## src/rtl/sd_drive_arbiter_pkg.sv

```systemverilog
// Shared sizing and state type for the two-drive SD arbiter.
// Covers both builds, with and without SD_ARB_TIMEOUT_EN.
package sd_arb_pkg;

  localparam int NUM_DRIVES = 2;
  localparam int LBA_W      = 32;
  localparam int BUFF_AW    = 9;
  localparam int BUFF_DW    = 8;
  localparam int TMO_W      = 24;

  typedef enum logic [1:0] {
    ST_IDLE,
    ST_REQ,
    ST_XFER,
    ST_DONE
  } arb_state_t;

endpackage

```

## src/rtl/sd_drive_arbiter_if.sv

```systemverilog
// Host-side bundle between the arbiter (master) and the SD IO controller (slave).
interface sd_drive_arbiter_if;
  import sd_arb_pkg::*;

  logic [LBA_W-1:0]   lba;
  logic               rd;
  logic               wr;
  logic               ack;
  logic [BUFF_AW-1:0] buff_addr;
  logic [BUFF_DW-1:0] buff_dout;
  logic               buff_wr;
  logic [BUFF_DW-1:0] buff_din;

  modport master (
    output lba, rd, wr, buff_din,
    input  ack, buff_addr, buff_dout, buff_wr
  );

  modport slave (
    input  lba, rd, wr, buff_din,
    output ack, buff_addr, buff_dout, buff_wr
  );

endinterface

```

## src/rtl/sd_drive_arbiter_rr.sv

```systemverilog
// Two-way round-robin picker: returns the index of the drive to serve next.
module rr_arbiter
  import sd_arb_pkg::*;
(
  input  logic [NUM_DRIVES-1:0] req,
  input  logic                  last,
  output logic                  grant,
  output logic                  valid
);

  assign valid = |req;

  // On a tie the drive that was not served last wins.
  assign grant = (&req) ? ~last : req[1];

endmodule

```

## src/rtl/sd_drive_arbiter.sv

```systemverilog
// Shares one SD IO controller between two virtual drives.
// Optional ack watchdog is enabled with the SD_ARB_TIMEOUT_EN macro.
module sd_drive_arbiter
  import sd_arb_pkg::*;
#(
  parameter logic [TMO_W-1:0] TIMEOUT_CYCLES = 24'd12_000_000
) (
  input  logic               clk,
  input  logic               reset_n,
  input  logic [LBA_W-1:0]   d0_lba,
  input  logic               d0_rd,
  input  logic               d0_wr,
  output logic               d0_ack,
  output logic [BUFF_AW-1:0] d0_buff_addr,
  output logic [BUFF_DW-1:0] d0_buff_dout,
  output logic               d0_buff_wr,
  input  logic [BUFF_DW-1:0] d0_buff_din,
  input  logic [LBA_W-1:0]   d1_lba,
  input  logic               d1_rd,
  input  logic               d1_wr,
  output logic               d1_ack,
  output logic [BUFF_AW-1:0] d1_buff_addr,
  output logic [BUFF_DW-1:0] d1_buff_dout,
  output logic               d1_buff_wr,
  input  logic [BUFF_DW-1:0] d1_buff_din,
  sd_drive_arbiter_if.master sd,
  output logic               sd_drive,
  output logic               busy,
  output logic               timeout_err
);

  arb_state_t            state;
  logic                  last_grant;
  logic [NUM_DRIVES-1:0] req;
  logic                  pick;
  logic                  pick_valid;
  logic                  pick_rd;
  logic                  pick_wr;

  assign req     = {d1_rd | d1_wr, d0_rd | d0_wr};
  assign pick_rd = pick ? d1_rd : d0_rd;
  assign pick_wr = pick ? d1_wr : d0_wr;

  rr_arbiter u_rr (
    .req   (req),
    .last  (last_grant),
    .grant (pick),
    .valid (pick_valid)
  );

`ifdef SD_ARB_TIMEOUT_EN
  localparam logic [TMO_W-1:0] TMO_LAST = TIMEOUT_CYCLES - TMO_W'(1);
  logic [TMO_W-1:0] tmo_cnt;

  always_ff @(posedge clk) begin
    if (!reset_n || state != ST_REQ) tmo_cnt <= '0;
    else                             tmo_cnt <= tmo_cnt + TMO_W'(1);
  end
`else
  // The limit has no effect when the watchdog is compiled out.
  logic unused_timeout_cfg;
  assign unused_timeout_cfg = ^TIMEOUT_CYCLES;
  assign timeout_err = 1'b0;
`endif

  always_ff @(posedge clk) begin
    if (!reset_n) begin
      state      <= ST_IDLE;
      sd.rd      <= 1'b0;
      sd.wr      <= 1'b0;
      sd.lba     <= '0;
      busy       <= 1'b0;
      sd_drive   <= 1'b0;
      last_grant <= 1'b1;
`ifdef SD_ARB_TIMEOUT_EN
      timeout_err <= 1'b0;
`endif
    end else begin
      case (state)
        ST_IDLE: begin
          // A lingering ack from an interrupted transfer blocks new grants.
          if (pick_valid && !sd.ack) begin
            sd_drive   <= pick;
            last_grant <= pick;
            busy       <= 1'b1;
            sd.lba     <= pick ? d1_lba : d0_lba;
            sd.wr      <= pick_wr;
            sd.rd      <= pick_rd & ~pick_wr;
            state      <= ST_REQ;
          end
        end
        ST_REQ: begin
          if (sd.ack) begin
            sd.rd <= 1'b0;
            sd.wr <= 1'b0;
            state <= ST_XFER;
          end
`ifdef SD_ARB_TIMEOUT_EN
          else if (tmo_cnt == TMO_LAST) begin
            sd.rd       <= 1'b0;
            sd.wr       <= 1'b0;
            busy        <= 1'b0;
            timeout_err <= 1'b1;
            state       <= ST_DONE;
          end
`endif
        end
        ST_XFER: begin
          if (!sd.ack) begin
            busy  <= 1'b0;
            state <= ST_DONE;
          end
        end
        ST_DONE: state <= ST_IDLE;
        default: state <= ST_IDLE;
      endcase
    end
  end

  assign d0_ack       = sd.ack & busy & ~sd_drive;
  assign d1_ack       = sd.ack & busy & sd_drive;
  assign d0_buff_wr   = sd.buff_wr & busy & ~sd_drive;
  assign d1_buff_wr   = sd.buff_wr & busy & sd_drive;
  assign d0_buff_addr = sd.buff_addr;
  assign d1_buff_addr = sd.buff_addr;
  assign d0_buff_dout = sd.buff_dout;
  assign d1_buff_dout = sd.buff_dout;
  assign sd.buff_din  = sd_drive ? d1_buff_din : d0_buff_din;

endmodule

```

## src/flat_wrapper.sv

```systemverilog
// flat-port wrapper written by rule: the top's interface ports become plain ports
module sd_drive_arbiter_flat import sd_arb_pkg::*;
#(
  parameter logic [TMO_W-1:0] TIMEOUT_CYCLES = 24'd12_000_000
)
  (clk, reset_n, d0_lba, d0_rd, d0_wr, d0_ack, d0_buff_addr, d0_buff_dout, d0_buff_wr, d0_buff_din, d1_lba, d1_rd, d1_wr, d1_ack, d1_buff_addr, d1_buff_dout, d1_buff_wr, d1_buff_din, sd_drive, busy, timeout_err, sd_lba, sd_rd, sd_wr, sd_buff_din, sd_ack, sd_buff_addr, sd_buff_dout, sd_buff_wr);
  sd_drive_arbiter_if sd_i ();
  input  logic clk;
  input  logic reset_n;
  input  logic [LBA_W-1:0] d0_lba;
  input  logic d0_rd;
  input  logic d0_wr;
  output logic d0_ack;
  output logic [BUFF_AW-1:0] d0_buff_addr;
  output logic [BUFF_DW-1:0] d0_buff_dout;
  output logic d0_buff_wr;
  input  logic [BUFF_DW-1:0] d0_buff_din;
  input  logic [LBA_W-1:0] d1_lba;
  input  logic d1_rd;
  input  logic d1_wr;
  output logic d1_ack;
  output logic [BUFF_AW-1:0] d1_buff_addr;
  output logic [BUFF_DW-1:0] d1_buff_dout;
  output logic d1_buff_wr;
  input  logic [BUFF_DW-1:0] d1_buff_din;
  output logic sd_drive;
  output logic busy;
  output logic timeout_err;
  output wire logic [$bits(sd_i.lba)-1:0] sd_lba;
  output wire logic [$bits(sd_i.rd)-1:0] sd_rd;
  output wire logic [$bits(sd_i.wr)-1:0] sd_wr;
  output wire logic [$bits(sd_i.buff_din)-1:0] sd_buff_din;
  input wire logic [$bits(sd_i.ack)-1:0] sd_ack;
  input wire logic [$bits(sd_i.buff_addr)-1:0] sd_buff_addr;
  input wire logic [$bits(sd_i.buff_dout)-1:0] sd_buff_dout;
  input wire logic [$bits(sd_i.buff_wr)-1:0] sd_buff_wr;
  assign sd_lba = sd_i.lba;
  assign sd_rd = sd_i.rd;
  assign sd_wr = sd_i.wr;
  assign sd_buff_din = sd_i.buff_din;
  assign sd_i.ack = sd_ack;
  assign sd_i.buff_addr = sd_buff_addr;
  assign sd_i.buff_dout = sd_buff_dout;
  assign sd_i.buff_wr = sd_buff_wr;
  sd_drive_arbiter #(.TIMEOUT_CYCLES(TIMEOUT_CYCLES)) u_core (.clk(clk), .reset_n(reset_n), .d0_lba(d0_lba), .d0_rd(d0_rd), .d0_wr(d0_wr), .d0_ack(d0_ack), .d0_buff_addr(d0_buff_addr), .d0_buff_dout(d0_buff_dout), .d0_buff_wr(d0_buff_wr), .d0_buff_din(d0_buff_din), .d1_lba(d1_lba), .d1_rd(d1_rd), .d1_wr(d1_wr), .d1_ack(d1_ack), .d1_buff_addr(d1_buff_addr), .d1_buff_dout(d1_buff_dout), .d1_buff_wr(d1_buff_wr), .d1_buff_din(d1_buff_din), .sd(sd_i), .sd_drive(sd_drive), .busy(busy), .timeout_err(timeout_err));
endmodule
```

## config.mk

```make
export PLATFORM = sky130hd
export DESIGN_NAME = sd_drive_arbiter_flat
export DESIGN_NICKNAME = d
export VERILOG_FILES = /design/src/rtl/sd_drive_arbiter_pkg.sv /design/src/rtl/sd_drive_arbiter_if.sv /design/src/rtl/sd_drive_arbiter_rr.sv /design/src/rtl/sd_drive_arbiter.sv /design/src/flat_wrapper.sv
export SDC_FILE = /design/constraint.sdc
export NUM_CORES = 1
export LEC_CHECK = 0
export CORE_MARGIN = 3
export CORE_UTILIZATION = 34
export DETAILED_ROUTE_END_ITERATION = 16
export HOLD_SLACK_MARGIN = 0.15
export PLACE_DENSITY = 0.82
export SETUP_SLACK_MARGIN = 0.5
export SLEW_MARGIN = 0
export SYNTH_ARGS = -nofsm -noshare
export SYNTH_HDL_FRONTEND = slang
export SYNTH_HIERARCHICAL = 1
export SYNTH_SLANG_ARGS = --single-unit
export TNS_END_PERCENT = 5
```

## constraint.sdc

```tcl
create_clock -name clk -period 2.2 [get_ports clk]
set_clock_uncertainty 0.2 [all_clocks]
set_input_delay 0.55 -clock clk [delete_from_list [all_inputs] [get_ports clk]]
set_output_delay 0.55 -clock clk [all_outputs]
set_load 0.05 [all_outputs]
```

; ---- After elaboration in Yosys (flattened, before gate mapping)
; Index checks and enable logic that the tools add are counted.
[op_classes]
eq_ne = 6
mux = 17
n_bitwise = 12
n_reduce_logical = 11
[op_table]
columns = op, n
row1 = 32-bit 2-to-1 mux, 1
row2 = 3-bit AND reduction, 3
row3 = 1-bit 2-to-1 mux, 8
row4 = 8-bit 2-to-1 mux, 1
row5 = 2-bit one-hot mux with 4 select lines, 1
row6 = 1-bit bitwise AND, 7
row7 = 2-bit 2-to-1 mux, 3
row8 = 1-bit one-hot mux with 2 select lines, 3
row9 = 2-bit == test (second input constant), 2
row10 = 2-bit != test (second input constant), 2
row11 = 2-bit AND reduction, 2
row12 = 2-bit nonzero test, 2
row13 = 1-bit inverter, 3
row14 = 2-bit by 1-bit == test with 1-bit output (second input constant), 1
row15 = 2-bit zero test, 1
row16 = 2-bit by 1-bit != test with 1-bit output (second input constant), 1
row17 = 1-bit OR, 2
row18 = 2-bit OR reduction, 1
row19 = 1-bit logical AND, 1
row20 = 1-bit zero test, 1
[word_totals]
reg_bits = 39
inputBits = 105
out_inout_bits = 83
word_cells = 53

; ---- Depth between registers and ports, before layout
; Gate-level depths: netlist (run 1).
[logic_depth]
depth_word = 8
ltp_mapped = 7
depth_no_buf = 5

; ---- Cells and area by module
; The synthesis (run 1) kept the hierarchy.
[modules_own_cells]
columns = module, instances, cells_per_inst, area_each_um2, seq_area_each_um2
row1 = sd_drive_arbiter, 1, 245, 2397.3, 780.7
row2 = rr_arbiter, 1, 2, 13.8, 0.0

; ---- Worst setup path after synthesis (run 1)
; Ideal clock, no wire load.
[synth_timing]
kind = reg2out
start = register u_core.sd_drive
end = output d0_ack
arrival_time_ps = 1968
required_ps = 1450
path_slack_ps = -518
path_stages_with_launch = 3
n_path_buf = 1
cell_sequence = dfxtp_1 -> clkbuf_1 -> nor3b_1
[synth_between]
elab_chain_cells = 2
[synth_rtl]
columns = element, line
row1 = from (decl), sd_drive_arbiter.sv:27  ; output logic sd_drive,
row2 = from (signal assigned), sd_drive_arbiter.sv:83  ; sd_drive <= pick;
row3 = 1-bit inverter, sd_drive_arbiter.sv:120  ; assign d0_ack = sd.ack & busy & ~sd_drive;
row4 = 1-bit bitwise AND, sd_drive_arbiter.sv:120
row5 = to (decl), flat_wrapper.sv:13  ; output logic d0_ack;
; No other way between the ends.

; ---- Final worst setup path (run 1)
[layout_timing]
start = register u_core.sd_drive
end = output sd_buff_din[3]
[layout_between]
elab_chain_cells = 1
[layout_rtl]
columns = element, line
row1 = 8-bit 2-to-1 mux, sd_drive_arbiter.sv:128  ; assign sd.buff_din = sd_drive ? d1_buff_din : d0_buff_din;
row2 = to (decl), flat_wrapper.sv:32  ; output wire logic [$bits(sd_i.buff_din)-1:0] sd_buff_din;
; No other way between the ends.

==> summary.md, run 1 <==
| Metric | Value |
|---|---|
| Reg2Reg Depth | 7 |
| Clk slew on worst S/H paths | 0.07 ns |
| Mean Syn Cell Area | 9.76 µm² |
| Routed vias/inst | 4.75 |
| Layout cells sized above 1 | 0.446 |
| Die X | 90.2 µm |
| Die area | 0.00814 mm² |
| H-tree depth | 2 |
| Cells after Synth | ~250 |
| Post-Syn Nets | 358 |
| EDFF count, synth | 0 |
| I/O pins | 188 |
| Worst skew pair latency | 0.29 ns |
| Tmin final | 2.01 ns |
| Leading register cell type out of synthesis | dfxtp_1 |
| R2R Path Start | u_core/state[1] |
| GR Overflow Total | 0 |
| Setup repair after global routing missed its margin | yes |
| Fillers | 576 |
| DRC errors left | 0 |
| HP Start | u_core/sd.wr |
| Yosys Warn Count | 6 |
| Synth-to-Final Area Change | 73.2% |
| Num CTS Buffers | 5 |
| Leak pwr | around 1.7 nW |
| Hold WC Path Type | flip-flop to flip-flop |
| Placed cell count | 440 |
| Area of the mapped netlist | around 0.0024 mm² |
| Quantity of hold-fixing buffers added after cts | 0 |
| DRT Pass-1 Iters | 4 |
| Starting Density | 0.353 |
| Max-cap check violation count | 0 |
| R2r endpoint | u_core/sd.lba[20] |
| Total power | 4.66 mW |
| Antenna Nets Post-Route | 0 |
| Vias in the first global route | ~2400 |
| Critical Path Max Stage Delay | 0.48 ns |
| Fin crit share | 0.915 |
| Overall track demand over capacity in global routing | 0.165 |
| Crit-path max FO | 14 |
| End point of the critical path | sd_buff_din[3] |
| Largest net degree at the start of global routing | 29 |
| # clock sinks | 39 |
| DP HPWL | around 5100 µm |
| Top-area cell type share of the netlist area | 0.324 |
| Vias | 2169 |
| Post-Layout Cell Count | around 460 |
| Nets | 471 |
| CP cell instances | mux2_4, buf_12 |
| DIE HEIGHT | 90.2 µm |
| Area of the core | between 0.006 and 0.007 mm² |
| Top post-synthesis cells by area | dfxtp_1 (32%), mux2i_1 (15%), buf_4 (12%), a211oi_2 (10%), nor2_1 (5.3%) |
| Status | completed |
| Antenna Diode Count | 0 |
| Rows | 30 |
| PD cells | approximately 1100 mW/mm² |
| Design area | 0.00418 mm² |
| Antenna violations before repair | 0 |
| Cell with the most instances after synthesis | dfxtp_1 |
| Endpoints failing hold | 0 |
| Port bufs | 135 |
| Crit-path slowest cell | dfxtp_4 |
| RD Place Congestion | roughly 0.76 |
| Worst setup path startpoint | u_core/sd_drive |
| VDD IR max | ~0.52 mV |
| Startpoint types | flip-flop |
| Initial detailed-routing violation count | 36 |
| Yosys reg bits | 39 |
| Async SR Flop Fraction | 0 |
| Pins Over Slew Limit | 0 |
| Root Buffer | clkbuf_8 |
| Wire length per cell | 15.0 µm |
| CP Class | flip-flop to output port |
| Post-synthesis cell type count | 34 |
| Final setup vio count | 0 |
| Worst Path Arrival | 1.26 ns |
| Area leader, netlist | dfxtp_1 |
| Post-synthesis sequential area ratio | 0.324 |
| Crit. End Element | output port |
| Clock Path Buffers | 2 |
| WP data required | between 1 and 1.5 ns |
| Drt total wl | 6880 µm |
| FF-to-FF setup slack | about 0.42 ns |
| First-pass GRT wire length | around 11000 µm |
| Placed cell area | 0.00379 mm² |
| CTS tree | yes |
| Synth top cells by count | dfxtp_1 (39), buf_4 (37), mux2i_1 (35), nor2_1 (34), a211oi_2 (20) |
| Highest Clock Rate | 497 MHz |
-- flip-flops by register name, summed over array words and instances, names as in the netlist --
name               flops
u_core/sd.lba         32
u_core/state           2
u_core/busy            1
u_core/last_grant      1
u_core/sd.rd           1
u_core/sd.wr           1
u_core/sd_drive        1
-- placed cells by master (no fill, tap or decap), types with 2 or more instances in the layout --
master / count
buf_6: 5
buf_12: 16
mux2_4: 8
o221ai_1: 2
dfxtp_1: 37
nor2_2: 13
nor2_4: 14
inv_2: 2
nand2_1: 5
mux2i_1: 35
clkdlybuf4s50_1: 65
buf_16: 2
a211oi_2: 29
buf_4: 46
inv_1: 3
and3_4: 2
nor2_1: 7
clkbuf_8: 5
a211oi_1: 4
a21oi_1: 5
clkbuf_2: 3
or2_4: 3
ha_1: 5
dlygate4sd2_1: 17
-- repair_timing --
item,4_1_cts,5_1_grt
pin swaps,5,5
setup endpoints to repair,52,52
gates cloned,3,1
buffers inserted,5,0
resized for setup,65,17
-- worst min-delay path by stage --
stage                     cells past startpoint  slack (ns)                end
after floorplan                               2        0.24  u_core/last_grant
after global placement                        2        0.28       u_core/sd.wr
after detailed placement                      2        0.27       u_core/sd.wr
after CTS                                     2        0.29       u_core/sd.wr
after global routing                          2        0.32   u_core/sd.lba[0]
final                                         2        0.29       u_core/sd.wr
-- critical path: cells and delay by family (launching register included) --
kind	cells	cell delay, ns
buf+inv	1	0.15
flops	1	0.48
mux	1	0.34
-- logic make-up (layout without fill, tap and decap cells) --
logic type	count (synthesis)	after routing	synth area share
multiplexers	44	44	0.187
AO/OA/AOI/OAI	46	46	0.183
AND/OR/NAND/NOR	54	54	0.108
buffers and inverters	57	171	0.165
adder cells (fa/ha/maj)	6	6	0.0311
flip-flops	39	39	0.324
other	1	1	0.00156
-- area by class of cell --
cell class	instances	area, µm²	share of cell area
Timing Repair Buffer	157	1660	0.397
Multi-Input combinational cell	151	1500	0.360
Sequential cell	39	786	0.188
Tap cell	96	120	0.0288
Clock buffer	6	72.6	0.0174
Inverter	6	22.5	0.00539
Clock inverter	2	12.5	0.00300
-- through the flow --
stage                     TNS [ns]  hold WS, ns   util  worst slack (ns)
final                            0        0.290  0.611             0.188
after global routing             0        0.321  0.611             0.138
after CTS                        0        0.291  0.604             0.167
after detailed placement     -8.64        0.272  0.555            -0.260
after global placement       -7.75        0.280  0.555            -0.222
after floorplan                  0        0.237      -             0.205
-- report_power, final --
part	switching [mW]	leakage [nW]	internal [mW]
sequential	0.200	0.323	0.926
combinational	1.69	1.34	1.37
clock	0.250	0.0412	0.222
-- metal layers --
metal / global-route usage / wire length, µm / vias up / share of wire
met1: 0.187 / 2710 / 984 / 0.39
li1: - / - / 1062 / -
met2: 0.289 / 3420 / 107 / 0.50
met5: 0 / 0 / - / 0
met3: 0.0594 / 619 / 16 / 0.090
met4: 0.0510 / 129 / 0 / 0.019
No activity file was read; power rests on OpenSTA's default activity.
==> run 2, diff against run 1 <==
Settings changed: CORE_UTILIZATION 34 to 36, PLACE_DENSITY 0.82 to 0.86.
Clock period 2.2 ns to 2.6 ns, I/O delays scaled along.
==> run 2 against run 1 <==
  * Critical path depth up 1
  * Die area is 5.2% lower
  * Highest routed layer unchanged
  * Sequential power down 21%
  * Largest power group unchanged
  * Largest cell class unchanged
  * Sequential share of layout area up 0.65 points
==> summary.md, run 2 (same netlist as run 1, synthesis figures left out) <==
| Metric | Value |
|---|---|
| Internal power consumption | 1.94 mW (-23%) |
| Antenna Nets Post-Route | 0 (unchanged) |
| Tmin final | ~2.3 ns |
| Routed vias/inst | 5.02 (+5.7%) |
| H-tree depth | 2 (unchanged) |
| Worst slew margin | 0.646 |
| DRT Pass-1 Iters | 4 (unchanged) |
| Fillers | 532 (-7.6%) |
| Clk slew on worst S/H paths | 0.08 ns (about the same) |
| # clock sinks | 39 (unchanged) |
| Initial detailed-routing violation count | 36 (unchanged) |
| Hold slack final | 0.305 ns (+0.0149 ns) |
| Root Buffer | clkbuf_8 |
| Area of the core | 0.00642 mm² (-6.0%) |
| Placed cell count | 417 (-5.2%) |
| Worst-margin pin slew | 0.530 ns |
| Port bufs | 135 (unchanged) |
| Layout cells sized above 1 | 0.236 (-0.210) |
| I/O pins | 188 (unchanged) |
| Sequential Area | 782 µm² (-0.48%) |
| Nets | 463 (-1.7%) |
| Highest Clock Rate | about 430 MHz |
| Setup repair after global routing missed its margin | yes |
| Rows | 29 (-3.3%) |
| Clock power frac | 0.117 (+0.016) |
| Drt total wl | 6700 µm (-2.5%) |
| Final setup vio count | 0 (unchanged) |
| Overall track demand over capacity in global routing | 0.163 (-0.00288) |
| Starting Density | 0.375 (+0.0225) |
| Worst Path Arrival | 1.49 ns (+0.23 ns) |
| Clock Path Buffers | 2 (unchanged) |
| WL met1 | 2590 µm (-4.5%) |
| Leak pwr | 1.63 nW (-4.3%) |
| Comb power frac | 0.635 (-0.022) |
| Fin crit share | 0.901 |
| DP HPWL | 5060 µm (-1.3%) |
| Max-cap check violation count | 0 (unchanged) |
| WP data required | 1.75 ns (+0.30 ns) |
| Startpoint types | primary input |
| Area of the multi-input gates | 0.00133 mm² (-12%) |
| Largest registers | u_core/sd.lba (32), u_core/state (2) |
| Highest routed layer | met4 |
| Crit. End Element | output port |
| Die X | 87.8 µm (-2.6%) |
| PD cells | 894 mW/mm² (-20%) |
| First-pass GRT wire length | 10000 µm (-11%) |
| Pins Over Slew Limit | 0 (unchanged) |
| Vias in the first global route | 2124 (-10%) |
| DIE HEIGHT | 87.8 µm (-2.6%) |
| Met3 WL | 569 µm (-8.1%) |
| Antenna Diode Count | 0 (unchanged) |
| Wire length per cell | 15.6 µm (+3.9%) |
| Commonest non-fill, non-tap cell in the layout | clkdlybuf4s50_1 |
| Total Neg Setup Slack | 0 ns (unchanged) |
| Most flops, register | u_core/sd.lba |
| Switching fraction of total power | 0.459 (-0.000480) |
| Synth-to-Final Area Change | 66.6% |
| DRC errors left | 0 (unchanged) |
| CTS tree | yes |
| Endpoints failing hold | 0 (unchanged) |
| Met2 WL | 3400 µm (-0.47%) |
| Status | completed |
| Largest net degree at the start of global routing | 37 (+28%) |
| GR Overflow Total | 0 (unchanged) |
| Hold WC Path Type | flip-flop to flip-flop |
| NetSw | 1.65 mW (-23%) |
| Post-Layout Cell Count | 429 (-6.1%) |
| Crit-path max FO | 1 (-13) |
| Seq pwr share | 0.249 (+0.007) |
| RD Place Congestion | 0.801 (+5.1%) |
| Antenna violations before repair | 0 (unchanged) |
| Num CTS Buffers | 5 (unchanged) |
| CP Class | primary input to output port |
| Commonest non-fill, non-tap cells in the layout | clkdlybuf4s50_1 (105), dfxtp_1 (38), mux2i_1 (35) |
| Final core utilization | 0.626 (+0.0142) |
| Worst skew pair latency | 0.29 ns (about the same) |
| VDD IR max | 0.635 mV (+23%) |
| Die area | 0.00771 mm² (-5.2%) |
| Max reg flops | 32 (unchanged) |
| Vias | 2153 (-0.74%) |
-- run 2: changes by cell type in the layout (fill, tap and decap cells not counted), moves of 3 or more --
| cell | previous run | this run |
|---|---|---|
| buf_4 | 46 | 5 |
| nor2_4 | 14 | 0 |
| nor2_1 | 7 | 31 |
| dlymetal6s2s_1 | 0 | 7 |
| buf_6 | 5 | 1 |
| a211oi_2 | 29 | 23 |
| dlygate4sd2_1 | 17 | 7 |
| clkdlybuf4s50_1 | 65 | 105 |
| clkbuf_2 | 3 | 0 |
| a211oi_1 | 4 | 10 |
| nor2_2 | 13 | 3 |
-- run 2: power groups by stage --
stage	logic (mW)	registers, mW	clock network (mW)
2_1_floorplan	1.07	1.45	0
3_3_place_gp	2.15	0.890	0
3_5_place_dp	2.20	0.903	0
4_1_cts	2.21	0.892	0.435
5_1_grt	2.42	0.918	0.469
6_report	2.28	0.893	0.419
-- run 2: metrics by stage --
step	total power [mW]	area (µm²)	setup slack (ns)
2_1_floorplan	2.52	2430	0.442
3_3_place_gp	3.04	3760	-0.0205
3_5_place_dp	3.10	3760	-0.0690
4_1_cts	3.54	3890	0.263
5_1_grt	3.80	4020	0.224
6_report	3.59	4020	0.258
-- run 2: critical path, stage by stage --
cell and delay [ns]:
clkdlybuf4s50_1 0.40, mux2_2 0.29, buf_12 0.15
-- run 2: cell type report --
cell class,count,area share
repair buffers,149,0.423
multi-input cells,151,0.331
flip-flops and latches,39,0.195
well taps,77,0.0240
clock buffers,6,0.0206
inverters,6,0.00561
clock inverters,1,0.00125
-- run 2: per-layer routing --
layer,up-vias,global-route usage
met2,89,0.287
met3,22,0.0470
met1,994,0.187
li1,1048,-
met5,-,0
met4,0,0.0544
-- run 2: final timing paths --
kind / cells past startpoint / endpoint / start / slack, ns
worst min register to register: 2 / u_core/sd.lba[17] / u_core/sd.lba[17] / 0.31
worst max-delay path: 3 / sd_buff_din[0] / d1_buff_din[0] / 0.26
worst max register to register: 6 / u_core/sd.lba[18] / u_core/state[0] / 0.69
worst min-delay path: 2 / u_core/sd.lba[17] / u_core/sd.lba[17] / 0.31
-- run 2: repair_timing --
item / CTS / global route
pin swaps: 1 / 4
endpoints found under the setup margin: 87 / 86
buffers inserted: 1 / 2
hold buffers: 0 / 0
cloned: 0 / 2
resized for setup: 27 / 19
==> RTL edit (settings of run 1) <==
Add a define of `SD_ARB_TIMEOUT_EN`.
--- a/src/rtl/sd_drive_arbiter.sv
+++ b/src/rtl/sd_drive_arbiter.sv
@@ -1,5 +1,7 @@
 // Shares one SD IO controller between two virtual drives.
 // Optional ack watchdog is enabled with the SD_ARB_TIMEOUT_EN macro.
+`define SD_ARB_TIMEOUT_EN
+
 module sd_drive_arbiter
   import sd_arb_pkg::*;
 #(
Check against the original RTL: no difference found for any inputs over 10 cycles, from zero or initial values and one cycle with reset_n low; that may be too few to reach the edited logic, so the function may still have changed.
==> RTL edit against run 1 <==
Design area up 27%; synthesized area increased by 43%; worst setup slack lost 0.065 ns; via count increased by 45%; final cell count rose by 39%; sequential cell count rose by 25; wire length grew 41%; total power rose by 14%; global-route usage up 0.21 points; first-iteration DRC count rose to 5.3 times the old value; combinational power fell by 14%.
==> RTL edit: results (changes against run 1) <==
- Number of global-route vias before repair: 3,113 (was 2,365)
- CP Capture Point: sd_buff_din[6] (was sd_buff_din[3])
- M1 WL: 3740 microns (was 2710 microns)
- Total global routing track utilization: 16.8% (was 16.5%)
- Num CTS Buffers: 9 (was 5)
- WL/cell: 15.2 microns (was 15.0 microns)
- Worst flop-to-flop path startpoint: u_core/tmo_cnt[2]$_SDFF_PP0_ (was u_core/state[1]$_SDFFE_PN0P_)
- Startpoint of the most critical hold path: u_core/sd.rd$_SDFFE_PN0P_ (was u_core/sd.wr$_SDFFE_PN0P_)
- Hold-critical path endpoint: u_core/sd.rd$_SDFFE_PN0P_ (was u_core/sd.wr$_SDFFE_PN0P_)
- Maximum vdd drop: 0.624 mV (was 0.517 mV)
- Clock insertion delay at the later pin of the skew report: 0.34 ns (was 0.29 ns)
- Worst EP arrival: 1.33 ns (was 1.26 ns)
- Yosys cell types: 46 (was 34)
- Post-detail-place hpwl: 6700 microns (was 5120 microns)
- LEAKAGE: 2.08 nW (was 1.70 nW)
- Filler cell count in the final layout: 849 (was 576)
- Peak per-stage delay on the critical path: 0.39 ns (was 0.48 ns)
- Sequential cell area fraction in the yosys report: 37.2% (was 32.4%)
- Routed WL: 9670 microns (was 6880 microns)
- Cell types with the highest counts after synthesis: sky130_fd_sc_hd__nor2_1, sky130_fd_sc_hd__dfxtp_1, sky130_fd_sc_hd__buf_4, sky130_fd_sc_hd__mux2i_1, sky130_fd_sc_hd__a211oi_1 (was sky130_fd_sc_hd__dfxtp_1, sky130_fd_sc_hd__buf_4, sky130_fd_sc_hd__mux2i_1)
- # H-tree levels: 3 (was 2)
- Port-buffer cells: 136 (was 135)
- Outcome: complete, no violations (unchanged)
- Sw Share: 40.7% (was 45.9%)
- Wire length of the first global-routing pass: 15,400 microns (was 11,200 microns)
- Post-place setup slack: -0.335 ns (was -0.260 ns)
- Number of DRC markers after the initial detailed-route iteration: 192 (was 36)
- Maximum net fanout on the critical path: 5 (was 14)
==> RTL edit: layout make-up <==
cell class / instances / share of cell area (%)
Multi-Input combinational cell: 252 / 36.1
Timing Repair Buffer: 161 / 31.2
Sequential cell: 64 / 24.5
Tap cell: 133 / 3.13
Clock buffer: 11 / 2.87
Clock inverter: 5 / 1.46
Inverter: 11 / 0.776
==> RTL edit: logic make-up after synthesis <==
family | after synthesis | synth area share, %
multiplexers | 44 | 13.1
AND/OR/NAND/NOR | 133 | 20.6
adder cells (fa/ha/maj) | 5 | 1.82
AO/OA/AOI/OAI | 51 | 10.7
buffers and inverters | 66 | 11.7
flip-flops | 64 | 37.2
XOR/XNOR | 19 | 4.84
==> RTL edit: timing repair <==
item | 4_1_cts | 5_1_grt
gates cloned | 2 | 0
resized for setup | 65 | 5
pin swaps | 13 | 1
setup endpoints to repair | 67 | 70
buffers inserted | 7 | 5
==> RTL edit: through the flow <==
stage	cell area (sq um)	total power, mW	utilization, %
global placement	4810	3.90	49.0
global route	5320	5.58	54.2
floorplan	3560	3.35	-
detailed placement	4810	3.96	49.0
finish	5320	5.31	54.2
CTS	5250	5.28	53.5
==> RTL edit: worst max-delay path, delay by kind of cell, from the launching register on <==
family | cells | cell delay, ns
muxes | 1 | 0.32
buffers and inverters | 2 | 0.28
DFF | 1 | 0.39
==> RTL edit: per-layer routing <==
metal,vias to the layer above,GRT usage [%]
li1,1530,-
met1,1453,19.4
met2,138,28.3
met3,21,5.84
met4,0,6.48
met5,-,0
==> RTL edit: power groups by stage <==
stage	sequential, mW	combinational [mW]	clock (mW)
after floorplan	2.17	1.18	0
after CTS	1.54	2.57	1.17
after global routing	1.57	2.80	1.22
after detailed placement	1.56	2.40	0
final	1.54	2.62	1.15
after global placement	1.55	2.35	0
